<file path="src/rtl/bp_cac_edge_buffer.sv">
// Edge buffer for the coherence NoC: a small circular flit FIFO with a
// packet tracker on the input side and a quiesce FSM that stops new packets
// from entering while letting any in-flight packet finish.
module bp_cac_edge_buffer #(
    parameter int unsigned flit_width_p = 64,
    parameter int unsigned cord_width_p = 7,
    parameter int unsigned len_width_p  = 4,
    parameter int unsigned els_p        = 2
) (
    input  logic                    clk_i,
    input  logic                    reset_n_i,

    input  logic                    in_v_i,
    input  logic [flit_width_p-1:0] in_data_i,
    output logic                    in_ready_and_o,

    output logic                    out_v_o,
    output logic [flit_width_p-1:0] out_data_o,
    input  logic                    out_ready_and_i,

    input  logic                    quiesce_i,
    output logic                    quiesced_o,
    output logic [15:0]             pkt_count_o
);

    localparam int unsigned PtrW = (els_p > 1) ? $clog2(els_p) : 1;
    localparam int unsigned CntW = $clog2(els_p + 1);

    typedef enum logic {
        TrkHdr,
        TrkBody
    } trk_state_e;

    typedef enum logic [1:0] {
        QsRun,
        QsDrain,
        QsQuiesced
    } qs_state_e;

    // ------------------------------------------------------------------
    // FIFO storage and pointers
    // ------------------------------------------------------------------
    logic [flit_width_p-1:0] mem_q [els_p];
    logic [PtrW-1:0]         wptr_q, wptr_d;
    logic [PtrW-1:0]         rptr_q, rptr_d;
    logic [CntW-1:0]         cnt_q, cnt_d;

    logic full, empty, enq, deq;

    // Tracker and quiesce state
    trk_state_e             trk_q, trk_d;
    logic [len_width_p-1:0] rem_q, rem_d;
    qs_state_e              qs_q, qs_d;
    logic [15:0]            pkt_q, pkt_d;

    logic                   hdr_block;
    logic [len_width_p-1:0] hdr_len;

    function automatic logic [PtrW-1:0] ptr_inc(input logic [PtrW-1:0] p);
        ptr_inc = (p == PtrW'(els_p - 1)) ? '0 : p + 1'b1;
    endfunction

    assign full    = (cnt_q == CntW'(els_p));
    assign empty   = (cnt_q == '0);
    assign hdr_len = in_data_i[cord_width_p +: len_width_p];

    // Header admission is gated by registered FSM state, so a header arriving
    // in the same cycle quiesce_i rises is still taken.
    assign hdr_block = (qs_q != QsRun) && (trk_q == TrkHdr);

    // reset_n_i is folded in so ready is low throughout reset, even before
    // any clock edge.
    assign in_ready_and_o = reset_n_i & ~full & ~hdr_block;
    assign out_v_o        = ~empty;
    assign out_data_o     = mem_q[rptr_q];
    assign quiesced_o     = (qs_q == QsQuiesced);
    assign pkt_count_o    = pkt_q;

    assign enq = in_v_i & in_ready_and_o;
    assign deq = out_v_o & out_ready_and_i;

    // FIFO pointer and occupancy next-state
    always_comb begin
        wptr_d = wptr_q;
        rptr_d = rptr_q;
        cnt_d  = cnt_q;
        if (enq) begin
            wptr_d = ptr_inc(wptr_q);
        end
        if (deq) begin
            rptr_d = ptr_inc(rptr_q);
        end
        unique case ({enq, deq})
            2'b10:   cnt_d = cnt_q + 1'b1;
            2'b01:   cnt_d = cnt_q - 1'b1;
            default: cnt_d = cnt_q;
        endcase
    end

    // Flit storage; contents are don't-care while empty, so no reset
    always_ff @(posedge clk_i) begin
        if (enq) begin
            mem_q[wptr_q] <= in_data_i;
        end
    end

    // Packet tracker next-state and header counting
    always_comb begin
        trk_d = trk_q;
        rem_d = rem_q;
        pkt_d = pkt_q;
        if (enq) begin
            unique case (trk_q)
                TrkHdr: begin
                    pkt_d = pkt_q + 16'd1;
                    if (hdr_len != '0) begin
                        trk_d = TrkBody;
                        rem_d = hdr_len;
                    end
                end
                TrkBody: begin
                    rem_d = rem_q - 1'b1;
                    if (rem_q == len_width_p'(1)) begin
                        trk_d = TrkHdr;
                    end
                end
                default: trk_d = TrkHdr;
            endcase
        end
    end

    // Quiesce FSM next-state; dropping quiesce_i always returns to RUN
    always_comb begin
        qs_d = qs_q;
        unique case (qs_q)
            QsRun: begin
                if (quiesce_i) begin
                    qs_d = QsDrain;
                end
            end
            QsDrain: begin
                if (!quiesce_i) begin
                    qs_d = QsRun;
                end else if ((trk_q == TrkHdr) && empty) begin
                    qs_d = QsQuiesced;
                end
            end
            QsQuiesced: begin
                if (!quiesce_i) begin
                    qs_d = QsRun;
                end
            end
            default: qs_d = QsRun;
        endcase
    end

    // State registers, all cleared asynchronously
    always_ff @(posedge clk_i or negedge reset_n_i) begin
        if (!reset_n_i) begin
            wptr_q <= '0;
            rptr_q <= '0;
            cnt_q  <= '0;
            trk_q  <= TrkHdr;
            rem_q  <= '0;
            qs_q   <= QsRun;
            pkt_q  <= '0;
        end else begin
            wptr_q <= wptr_d;
            rptr_q <= rptr_d;
            cnt_q  <= cnt_d;
            trk_q  <= trk_d;
            rem_q  <= rem_d;
            qs_q   <= qs_d;
            pkt_q  <= pkt_d;
        end
    end

endmodule

</file>
<file path="config.mk">
export PLATFORM = sky130hd
export DESIGN_NAME = bp_cac_edge_buffer
export DESIGN_NICKNAME = d
export VERILOG_FILES = /design/src/rtl/bp_cac_edge_buffer.sv
export SDC_FILE = /design/constraint.sdc
export NUM_CORES = 1
export LEC_CHECK = 0
export CAP_MARGIN = 20
export CORE_UTILIZATION = 30
export CTS_CLUSTER_SIZE = 20
export DETAILED_ROUTE_END_ITERATION = 8
export PLACE_DENSITY = 0.6
export SLEW_MARGIN = 0
export SYNTH_ARGS = -nofsm -noshare
export SYNTH_HDL_FRONTEND = slang
export SYNTH_SLANG_ARGS = --single-unit
export TNS_END_PERCENT = 10
</file>
<file path="constraint.sdc">
create_clock -name clk_i -period 12.54 [get_ports clk_i]
set_input_delay 1.254 -clock clk_i [delete_from_list [all_inputs] [get_ports clk_i]]
set_output_delay 1.254 -clock clk_i [all_outputs]
set_load 0.02 [all_outputs]
</file>
==> out/results.ini <==
[hold_path]
hold_path.class = reg2reg
hold_path_depth = 1

[clocking]
clockBufferDepth = 2
htree_num_levels = 4
cts_made_buffers = 17
cts_tree = built
insertion_delay_ps = 410
clkTransAtPathRegs_ps = 60
post_cts_resized = 0
ctsHoldBuffers = 0
cts_sinks = 155
cts_root_buf = clkbuf_16
cts_setup_buffers = 0

[placed_design]
gp_congestion = 0.781
dp.cells = 737
numPortBuffers = 151
hpwl_um = 8030

[drt]
drt_iter0_markers = 142
drt_first_pass_iters = 4
final_antenna_net_count = 0
vias = 3385
post_drt_wl_per_cell_um = 15.9
viasPerCell = 4.41
totalWireLength_um = 12200
drc = 0

[die]
die_h_um = 143
die_x_um = 143
initial_core_util_pct = 30.7
num_rows = 51
core_area_um2 = 19500
die_area_um2 = 20500
ios = 152

[worst_setup_path]
cp-end-kind = output pin
path_max_fanout = 30
critPathMaxStageDelay_ps = 600
start_kind = input port
critPathRequiredTime_ps = 11290
reg2reg_depth = 5
crit_top_cell = clkdlybuf4s50_1
critPathSlowestCell = clkdlybuf4s50_1
crit_type = in2out
arrival_ps = 2870
crit_chain = clkdlybuf4s50_1 > buf_4 > o211a_1 > clkdlybuf4s50_1

[cells_and_area]
stdcell_count = 768
drive_above_1_share_pct = 20.1
nNetsFinal = 564
fillers = 1751
antenna_cells = 0
area_growth_pct = 40.6

[sta]
finalSetupViolCount = 0
rsz0062_at_grt = false
min_period_ps = 4130
finClkSkew_ps = 8.27
fmax_ghz = 0.242
whs_ps = 490
maxSlewViolCount = 0
hold_viol_final = 0
tns_ps = 0
max_slew.worst_pin.slew_ps = 893
relSlewSlack_pct = 39.8
final.period_utilization_pct = 32.9

[logic_synthesis]
synth.most_common_cell = edfxtp_1
synth_edf_count = 128
ys_seq_area_share_pct = 75.7
yosysTopAreaCell = edfxtp_1
synthCells = 325
synth_seq_cells = 155
synth.top_cell.area_share_pct = 64.4
async_reset_ff_share_pct = 17.4
ys_types = 34
avgSynthCellArea_um2 = 18.4
syn-cell-area_um2 = 5970
syn_nets = 398
yosys_warnings = 0
yosys-top-cells-area = edfxtp_1 64%, mux2_2 12%, dfrtp_1 11%
synth-main-ff-cell = edfxtp_1
synth_commonest_cells = 128 x edfxtp_1, 65 x mux2_2, 27 x dfrtp_1

[global_route]
grt_pass1_vias = 3615
grt_usage_pct = 12.5
overflow = 0
antenna_found_initial = 0
grt_max_degree = 65
grt_pass1_wl_um = 19000

[pwr]
finalPower_uw = 1730
vdd_drop_max_mv = 0.0970
p_leak_uw = 0.00289
powerDensity_nw_per_um2 = 206

[flow_run]
drv_cap = 0

[run_status]
status = finished, final reports clean

layout by cell type, fill, tap and decap left out, types with 2 or more instances in the layout:
cell type	netlist	layout
nor2_1	8	6
o22a_1	3	3
xor2_1	3	3
a21oi_1	2	2
bufinv_16	0	3
edfxtp_1	128	128
nor2b_1	2	2
ha_1	4	4
buf_4	0	4
clkbuf_16	0	17
inv_1	3	3
and4_1	3	3
mux2_2	65	65
and2_1	4	4
dfrtp_1	27	26
nand4_1	7	7
clkinv_1	0	3
nand2_1	7	7
and3_1	3	3
clkdlybuf4s50_1	0	151
nor3_1	6	6
o21a_1	2	2
nor3b_1	2	2
clkbuf_1	8	4
nand3_1	4	4
xnor2_1	17	17
o221a_1	2	2
nor2_4	0	2
clkinv_2	0	3
o21ai_0	4	4
metal layers:
metal,GRT usage [%],part of all wire (%),up-vias,wire [µm]
li1,-,-,1584,-
met1,14.9,42,1656,5180
met2,19.4,45,133,5550
met3,6.54,11,12,1390
met4,3.90,0.97,0,119
met5,0,0,-,0
final timing paths:
| path | slack [ps] | endpoint | start |
|---|---|---|---|
| min in group asynchronous | 1230 | pkt_count_o[5] | reset_n_i |
| hold reg to reg | 490 | pkt_count_o[14] | pkt_count_o[14] |
| setup / recovery | 8410 | in_ready_and_o | reset_n_i |
| setup reg to reg | 9830 | mem_q[1][49] | cnt_q[1] |
| max in group asynchronous | 11020 | rptr_q | reset_n_i |
| hold / removal | 490 | pkt_count_o[14] | pkt_count_o[14] |
cell type report:
| type | instances | area [µm²] | area share, % |
|---|---|---|---|
| well taps | 265 | 332 | 3.95 |
| multi-input cells | 159 | 1420 | 17.0 |
| inverters | 3 | 11.3 | 0.134 |
| clock buffers | 21 | 440 | 5.25 |
| repair buffers | 155 | 1540 | 18.4 |
| clock inverters | 10 | 125 | 1.49 |
| flip-flops and latches | 155 | 4520 | 53.9 |
worst max-delay path: cells and delay by family:
kind	cells	cell delay (ps)
buffers and inverters	3	1390
AO/OA/AOI/OAI	1	210
registers in the layout (all words and copies together) (netlist names):
register,flops
trk_q,1
qs_q,2
rptr_q,1
pkt_count_o,16
mem_q,128
rem_q,4
cnt_q,2
wptr_q,1
power by group:
part | internal (µW) | switching [µW] | total [µW] | leakage (µW)
registers | 639 | 55.6 | 694 | 0.00152
logic | 276 | 265 | 541 | 0.00109
clock network | 309 | 183 | 491 | 0.000277
total | 1220 | 504 | 1730 | 0.00289
kinds of logic (layout without fill, tap and decap cells):
kind of cell,after synthesis,after routing,synth area share (%)
AOI/OAI and AO/OA,16,16,1.99
and+or+nand+nor,54,54,5.58
xor gates and xnor gates,20,20,2.93
buffers and inverters,11,189,0.692
muxes,65,65,12.3
adders and majority gates,4,4,0.838
DFF,155,155,75.7
stage by stage:
stage	cell area, µm²	setup WS [ps]	utilization (%)
finish	8390	8410	43.1
global route	8390	8250	43.1
CTS	8390	8380	43.1
detailed placement	7830	7990	40.2
global placement	7830	8110	40.2
floorplan	5970	7370	-
(Power assumes the default switching activity.)
